$ cat config.mk
export PLATFORM = sky130hd
export DESIGN_NAME = serial_addsub_unit
export DESIGN_NICKNAME = d
export VERILOG_FILES = /design/src/rtl/serial_addsub_unit.sv
export SDC_FILE = /design/constraint.sdc
export NUM_CORES = 1
export LEC_CHECK = 0
export CAP_MARGIN = 20
export CORE_MARGIN = 8
export CORE_UTILIZATION = 42
export DETAILED_ROUTE_END_ITERATION = 10
export GPL_TIMING_DRIVEN = 0
export PLACE_DENSITY = 0.68
export SYNTH_ARGS = -nofsm -noshare
export SYNTH_HDL_FRONTEND = slang
export SYNTH_SLANG_ARGS = --single-unit
export TNS_END_PERCENT = 30
$ cat constraint.sdc
create_clock -name clk -period 3.5 [get_ports clk]
set_clock_uncertainty 0.2 [all_clocks]
set_input_delay 0.7 -clock clk [delete_from_list [all_inputs] [get_ports clk]]
set_output_delay 0.7 -clock clk [all_outputs]
set_load 0.005 [all_outputs]
$ cat src/rtl/serial_addsub_unit.sv
// Digit-serial adder/subtractor: WIDTH-bit operands processed DIGIT bits per clock,
// LSB digit first, with valid/ready handshakes on both sides.
module serial_addsub_unit #(
  parameter int unsigned WIDTH = 8,
  parameter int unsigned DIGIT = 2
) (
  input  logic             clk,
  input  logic             rst,
  input  logic             in_valid,
  output logic             in_ready,
  input  logic [WIDTH-1:0] a,
  input  logic [WIDTH-1:0] b,
  input  logic             sub,
  input  logic             cin,
  output logic             out_valid,
  input  logic             out_ready,
  output logic [WIDTH-1:0] sum,
  output logic             cout,
  output logic             ovf,
  output logic             zero
);

  localparam int unsigned NDIG = (DIGIT == 0) ? 1 : WIDTH / DIGIT;
  localparam int unsigned CW   = (NDIG > 1) ? $clog2(NDIG) : 1;

  generate
    if (WIDTH < 2 || DIGIT < 1 || (WIDTH % DIGIT) != 0) begin : g_bad_params
      $error("serial_addsub_unit: WIDTH must be >= 2 and an exact multiple of DIGIT >= 1");
    end
  endgenerate

  typedef enum logic [1:0] {
    IDLE = 2'd0,
    RUN  = 2'd1,
    DONE = 2'd2
  } state_t;

  state_t           state_q;
  logic [WIDTH-1:0] a_q;
  logic [WIDTH-1:0] b_q;
  logic             carry_q;
  logic [CW-1:0]    cnt_q;
  logic [WIDTH-1:0] sum_q;
  logic             cout_q;
  logic             ovf_q;
  logic             zero_q;
  logic             in_ready_q;
  logic             out_valid_q;

  logic [DIGIT-1:0] a_dig_c;
  logic [DIGIT-1:0] b_dig_c;
  logic [DIGIT-1:0] s_dig_c;
  logic [DIGIT:0]   c_c;
  logic [WIDTH-1:0] sum_d;
  logic             last_c;

  // Select the current digit of each operand.
  always_comb begin
    a_dig_c = '0;
    b_dig_c = '0;
    for (int unsigned i = 0; i < NDIG; i++) begin
      if (cnt_q == CW'(i)) begin
        a_dig_c = a_q[i*DIGIT +: DIGIT];
        b_dig_c = b_q[i*DIGIT +: DIGIT];
      end
    end
  end

  // DIGIT-bit ripple slice fed by the carry register.
  always_comb begin
    s_dig_c = '0;
    c_c     = '0;
    c_c[0]  = carry_q;
    for (int unsigned i = 0; i < DIGIT; i++) begin
      s_dig_c[i] = a_dig_c[i] ^ b_dig_c[i] ^ c_c[i];
      c_c[i+1]   = (a_dig_c[i] & b_dig_c[i]) | (c_c[i] & (a_dig_c[i] ^ b_dig_c[i]));
    end
  end

  // Merge the fresh digit into the partial result.
  always_comb begin
    sum_d = sum_q;
    for (int unsigned i = 0; i < NDIG; i++) begin
      if (cnt_q == CW'(i)) begin
        sum_d[i*DIGIT +: DIGIT] = s_dig_c;
      end
    end
  end

  assign last_c = (cnt_q == CW'(NDIG - 1));

  always_ff @(posedge clk) begin
    if (rst) begin
      state_q     <= IDLE;
      a_q         <= '0;
      b_q         <= '0;
      carry_q     <= 1'b0;
      cnt_q       <= '0;
      sum_q       <= '0;
      cout_q      <= 1'b0;
      ovf_q       <= 1'b0;
      zero_q      <= 1'b0;
      in_ready_q  <= 1'b1;
      out_valid_q <= 1'b0;
    end else begin
      case (state_q)
        IDLE: begin
          if (in_valid) begin
            // Subtract is a + ~b + ~cin, so invert b and the incoming carry here.
            a_q        <= a;
            b_q        <= sub ? ~b : b;
            carry_q    <= cin ^ sub;
            cnt_q      <= '0;
            in_ready_q <= 1'b0;
            state_q    <= RUN;
          end
        end
        RUN: begin
          sum_q   <= sum_d;
          carry_q <= c_c[DIGIT];
          if (last_c) begin
            cout_q      <= c_c[DIGIT];
            ovf_q       <= c_c[DIGIT] ^ c_c[DIGIT-1];
            zero_q      <= (sum_d == '0);
            out_valid_q <= 1'b1;
            state_q     <= DONE;
          end else begin
            cnt_q <= cnt_q + 1'b1;
          end
        end
        DONE: begin
          if (out_ready) begin
            out_valid_q <= 1'b0;
            in_ready_q  <= 1'b1;
            state_q     <= IDLE;
          end
        end
        default: begin
          state_q     <= IDLE;
          in_ready_q  <= 1'b1;
          out_valid_q <= 1'b0;
        end
      endcase
    end
  end

  assign in_ready  = in_ready_q;
  assign out_valid = out_valid_q;
  assign sum       = sum_q;
  assign cout      = cout_q;
  assign ovf       = ovf_q;
  assign zero      = zero_q;

endmodule

Yosys cells after proc, flatten, opt, wreduce, memory -nomap -nowiden
Index checks and enable logic that the tools add are counted.
{"block": "totals", "ff_bits": 34, "word_cells": 75}
{"block": "classes", "addsub": 1, "n_eq_ne": 9, "mux": 28, "bitwise": 15, "n_reduce_logical": 11}
{"cell": "2-to-1 mux 2 bit", "n": 17}
{"cell": "AND reduction 3 bit", "n": 4}
{"cell": "zero test 8 bit", "n": 1}
{"cell": "2-to-1 mux 8 bit", "n": 1}
{"cell": "!= test 2 bit, second input constant", "n": 4}
{"cell": "inverter 8 bit", "n": 1}
{"cell": "equality test 2 bit, second input constant", "n": 3}
{"cell": "one-hot mux 1 bit (3 select lines)", "n": 2}
{"cell": "one-hot mux 2 bit (3 select lines)", "n": 1}
{"cell": "AND reduction 2 bit", "n": 3}
{"cell": "bitwise XOR 1 bit", "n": 6}
{"cell": "2-to-1 mux 1 bit", "n": 5}
{"cell": "bitwise AND 1 bit", "n": 4}
{"cell": "equality test 2 x 1 -> 1 bit, second input constant", "n": 2}
{"cell": "zero test 2 bit", "n": 2}
{"cell": "one-hot mux 2 bit (2 select lines)", "n": 1}
{"cell": "adder 2 x 1 -> 2 bit, second input constant", "n": 1}
{"cell": "inverter 1 bit", "n": 2}
{"cell": "bitwise OR 1 bit", "n": 2}
{"cell": "one-hot mux 1 bit (2 select lines)", "n": 1}
{"cell": "nonzero test 2 bit", "n": 1}

Longest topological paths before layout
{"block": "depth", "ltp_word": 11, "mapped_depth": 11, "mapped_depth_nobuf": 10}

Worst setup path after synthesis
OpenSTA, ideal clock, no wires.
{"block": "synth_path", "kind": "register to register", "from": "reg cnt_q[0]", "to": "reg sum_q[5] (netlist: sum[5])", "arrival_time_ps": 2730, "required_ps": 3230, "setup_slack_ps": 499, "stages_incl_launch_ff": 11, "n_path_buf": 1, "cell_sequence": "dfxtp_1 -> inv_1 -> ha_1 -> buf_2 -> a21oi_1 -> a22oi_1 -> fa_1 -> fa_1 -> and2_1 -> or3b_2 -> a21oi_1"}
{"block": "synth_between", "elab_chain_len": 10, "elab_cells_between_ends": 19, "cone_classes": "3 x eq/ne; 9 x mux; 6 x bitwise; 1 x reduce/logical"}
{"item": "start: declaration", "line": "42", "rtl": "logic [CW-1:0] cnt_q;"}
{"item": "start signal: assignment", "line": "128", "rtl": "cnt_q <= cnt_q + 1'b1;"}
{"item": "zero test 2 bit", "line": "62", "rtl": "if (cnt_q == CW'(i)) begin"}
{"item": "2-to-1 mux 2 bit (4 in series)", "line": "62"}
{"item": "bitwise XOR 1 bit", "line": "76", "rtl": "c_c[i+1] = (a_dig_c[i] & b_dig_c[i]) | (c_c[i] & (a_dig_c[i] ^ b_dig_c[i]));"}
{"item": "bitwise AND 1 bit", "line": "76"}
{"item": "bitwise OR 1 bit", "line": "76"}
{"item": "bitwise XOR 1 bit", "line": "75", "rtl": "s_dig_c[i] = a_dig_c[i] ^ b_dig_c[i] ^ c_c[i];"}
{"item": "2-to-1 mux 2 bit *", "line": "84", "rtl": "if (cnt_q == CW'(i)) begin"}
{"item": "end signal: assignment", "line": "119", "rtl": "sum_q <= sum_d;"}
{"item": "end: declaration", "line": "43", "rtl": "logic [WIDTH-1:0] sum_q;"}
Mark *: on every way between the ends. The rest lies on a longest branch, timed or not.
A chain may end at the register's enable or synchronous reset.

Worst setup path after layout
Same ends and word-level chain as after synthesis.

==> results <==
- The y dimension of the die is 78.8 um.
- Dividing the final minimum period by the clock period gives 0.954.
- Max-cap violations in this run came to 0.
- The layout-stage area growth over the synthesis result is 27.5%.
- The leading cell type in the layout, fill and taps excluded is dfxtp_1.
- The largest net degree at the start of global routing is 11.
- In the layout the commonest cells are dfxtp_1 (34), clkdlybuf4s50_1 (32), nand2_1 (23), a21oi_1 (23), nor2_1 (20).
- Of the total synthesized cell area, the portion taken by XOR and XNOR cells is 0.0528.
- The share of total power dissipated in sequential elements is 0.492.
- After detailed routing, the number of remaining DRC violations is 0.
- For this block, the via count after detailed routing is 1439.
- The worst ir drop on vdd is 224 uV.
- Yosys mapped the design onto 35 distinct sky130hd cell types.
- The horizontal extent of the die is 78.8 um.
- TritonCTS created 5 clock buffers.
- Of the total power, the share spent switching nets is 0.268.
- The mux share of post-synthesis cell area is 0.00604.
- The number of global-route vias before repair was 1442.
- The initial utilization of the core area, before any placement, comes to 0.427.
- Timing analysis after detailed placement gives a worst setup slack of 0.129 ns.
- The level count of the clock H-tree is 2.
- The kind of cell with the highest combined delay along the critical path is adder cells.
- In this run the remaining antenna-violating nets after routing total 0.
- For this design, the sink count on the clock tree is 34.
- Of the total synthesized cell area, the portion taken by full adders, half adders and majority gates is 0.0543.
- The final hold violation count is 0.
- The later-pin clock latency in the skew report is 0.28 ns.
- The synthesized area per cell is 8.63 um2.
- The post-CTS setup-driven buffer insertion count is 0.
- STA classifies the critical path endpoint as a flip-flop.
- The nature of the critical path startpoint is a flip-flop.
- The synthesized-area fraction occupied by ao, oa, aoi and oai cells is 0.228.
- After the flow finishes, the layout carries non-filler instances totaling 280.
- In this run, post-CTS repair resized a total of 0 instances.
- The warning count from the yosys run is 0.
- The met2 demand-to-capacity share in global routing is 0.205.
- The number of primary I/O pins is 35.
- For this run, the leading register cell type out of synthesis is dfxtp_1.
- The flow ran to the end, and the final reports show no timing, DRC or antenna violations.
- The repair_antennas step left the layout with diodes totalling 0.
- Of the total synthesized cell area, the portion taken by AND, OR, NAND and NOR gates is 0.179.
- The most utilized layer in the global route result is met2.
- Using the TritonRoute via totals, the vias-per-cell ratio works out to 5.14.
- The relative max-transition margin is 0.672.
- In the post-synthesis netlist, the biggest area contributors are dfxtp_1 (41%), a21oi_1 (6.9%), a211oi_1 (6.3%).
- The class of the tightest hold or removal check is flip-flop to flip-flop.
- At the worst endpoint, the arrival time is 3.35 ns.
- In the post-route analysis, the smallest setup slack over all paths is 0.161 ns.
- The setup-violating endpoint count in the final report is 0.
- For the pin with the worst max-slew slack, the measured transition is 0.493 ns.
- The tightest hold path in the finished design has a slack of 0.260 ns.
- The async set-reset flop share out of synthesis is 0.
- The number of nets in the final layout is 258.
- The critical path is of the flip-flop to flip-flop type.
- The longest clock path from root to sink contains 2 buffers.
- The met3 demand-to-capacity share in global routing is 0.0474.
- The most numerous cell on the critical path is fa_1.
- In the global route stage, overall resource usage came out at 0.132.
- After synthesis, the largest family of logic cells by area is compound AO/OA/AOI/OAI gates.
- The global-route wire length before repair is 6510 um.
- The portion of the post-synthesis area used by sequential elements is 0.411.
- After technology mapping, the gate count stands at 192.
- The area of the mapped netlist is 1660 um2.
- The die covers 6210 um2.
- The number of nets produced by synthesis is 220.
- The top fanout value on the critical path is 10.
- The share of total power dissipated in combinational logic is 0.189.
- The met1 track demand over resource in global routing is 0.161.
- Of the total power, the clock network draws 0.319.
- The cell-internal power is 0.627 mW.
- Clock tree synthesis selected as its root buffer the cell clkbuf_8.
- Setup repair after global routing left no endpoint under its margin.
- In the final layout, the share of cells above drive strength 1 is 0.0870.
- The first TritonRoute pass finished after 4 iterations.
- The largest total area in the synthesized netlist belongs to dfxtp_1.
- The critical path goes through ha_1, buf_1, a22oi_1, fa_1, fa_1, and2_1, or3b_2, a21oi_1.
- The synthesized design contains 34 register bits.
- At the worst endpoint, the required time is 3.51 ns.
- The achievable clock frequency is 0.299 GHz.
- The peak per-stage delay on the critical path is 0.55 ns.
- Clock-pin slew was measured on the worst setup and hold paths at 0.07 ns.
- The total half-perimeter wirelength after legalization and detailed placement is 2860 um.
- The global-route congestion overflow total is 0.
- The number of input and output port buffers inserted is 32.
- The area share of the largest cell type after synthesis is 0.411.
- Counting both buffers and inverters, the worst setup path holds a total of 1.
- The slowest stage cell on the critical path is fa_1.
- The minimum clock period is 3.34 ns.
- After detailed placement, the design holds a cell count of 274.
- In this run, the number of DRC markers left after iteration 0 of detailed routing was 88.
- Yosys mapped a number of flops with a built-in enable equal to 0.
- The area of the core region is 3880 um2.
- The max-slew violation count is 0.
- The routed design has 3890 um of wire.
- The wire length per cell is 13.9 um.
- The initial antenna violation count is 0.
- The final weighted congestion in routability-driven placement is 0.779.
- For this design the static power due to leakage is 0.763 nW.
- For this design the ratio of total power to cell area is 405 nW/um2.
- TritonCTS built the clock tree.
- The floorplan has 23 rows.
- The total negative slack is 0 ns.
- In this run the power spent charging and discharging nets is 0.230 mW.
-- power groups by stage --
stage	clock (mW)	sequential [mW]	combinational, mW
after detailed placement	0	0.430	0.164
after global routing	0.294	0.424	0.183
after global placement	0	0.429	0.162
after floorplan	0	0.428	0.103
after CTS	0.275	0.421	0.165
final	0.273	0.421	0.162
-- flip-flops by register name, summed over array words and instances (netlist names) --
name / count
zero: 1
a_q: 8
cnt_q: 2
sum: 8
state_q: 2
ovf: 1
b_q: 8
out_valid: 1
cout: 1
carry_q: 1
in_ready: 1
-- worst reg2reg max path, delay by kind of cell, from the launching register on --
family / cells / cell delay [ns]
AND/OR/NAND/NOR: 2 / 0.65
buffers and inverters: 1 / 0.37
flip-flops: 1 / 0.42
AO/OA/AOI/OAI: 2 / 0.33
adder cells (fa/ha/maj): 3 / 1.29
-- kinds of logic (layout without fill, tap and decap cells) --
logic type,count (synthesis),in the layout
buf+inv,22,60
compound gates,58,58
simple gates,61,61
fa+ha+maj,6,6
flops,34,34
mux,1,1
xor+xnor,10,10
-- per-layer routing --
metal / vias to the layer above / share of wire / routed length (um)
met2: 42 / 0.46 / 1800
li1: 731 / - / -
met5: - / 0 / 0
met1: 656 / 0.45 / 1760
met4: 0 / 0.022 / 84
met3: 10 / 0.063 / 244
-- worst paths after layout --
| path | startpoint | depth (start not counted) | slack, ns | end |
|---|---|---|---|---|
| setup / recovery | cnt_q[0]$_SDFFE_PP0P_ | 8 | 0.16 | sum[5]$_SDFFE_PP0P_ |
| hold / removal | a_q[0]$_SDFFE_PP0P_ | 2 | 0.26 | a_q[0]$_SDFFE_PP0P_ |
| setup reg to reg | cnt_q[0]$_SDFFE_PP0P_ | 8 | 0.16 | sum[5]$_SDFFE_PP0P_ |
| hold reg to reg | a_q[0]$_SDFFE_PP0P_ | 2 | 0.26 | a_q[0]$_SDFFE_PP0P_ |
-- synth_stat cells (all sizes together) (2+ instances only) --
cell	n
clkbuf	5
xor2	2
o21bai	3
nor2	20
or3b	2
nand2b	2
ha	4
o21ai	7
a22oi	4
dfxtp	34
nor3	3
xnor2	8
nor3b	3
fa	2
a21oi	23
buf	9
and2	3
and3b	3
a211oi	16
inv	8
nand2	23
-- area by class of cell --
cell class | count | area (um2)
Buffer | 13 | 81.3
Fill cell | 411 | 1770
Timing Repair Buffer | 32 | 320
Multi-Input combinational cell | 136 | 862
Inverter | 8 | 30.0
Clock buffer | 7 | 76.3
Tap cell | 50 | 62.6
Sequential cell | 34 | 681
-- timing repair --
item | in CTS | in global routing
endpoints found under the hold margin | 0 | 0
endpoints found under the setup margin | 0 | 1
hold buffers | 0 | 0
-- per-stage QoR --
stage / power, mW / utilization / area (um2)
finish: 0.856 / 0.544 / 2110
global route: 0.900 / 0.544 / 2110
CTS: 0.861 / 0.545 / 2120
detailed placement: 0.594 / 0.525 / 2040
global placement: 0.591 / 0.525 / 2040
floorplan: 0.531 / - / 1660
(Power assumes the default switching activity.)
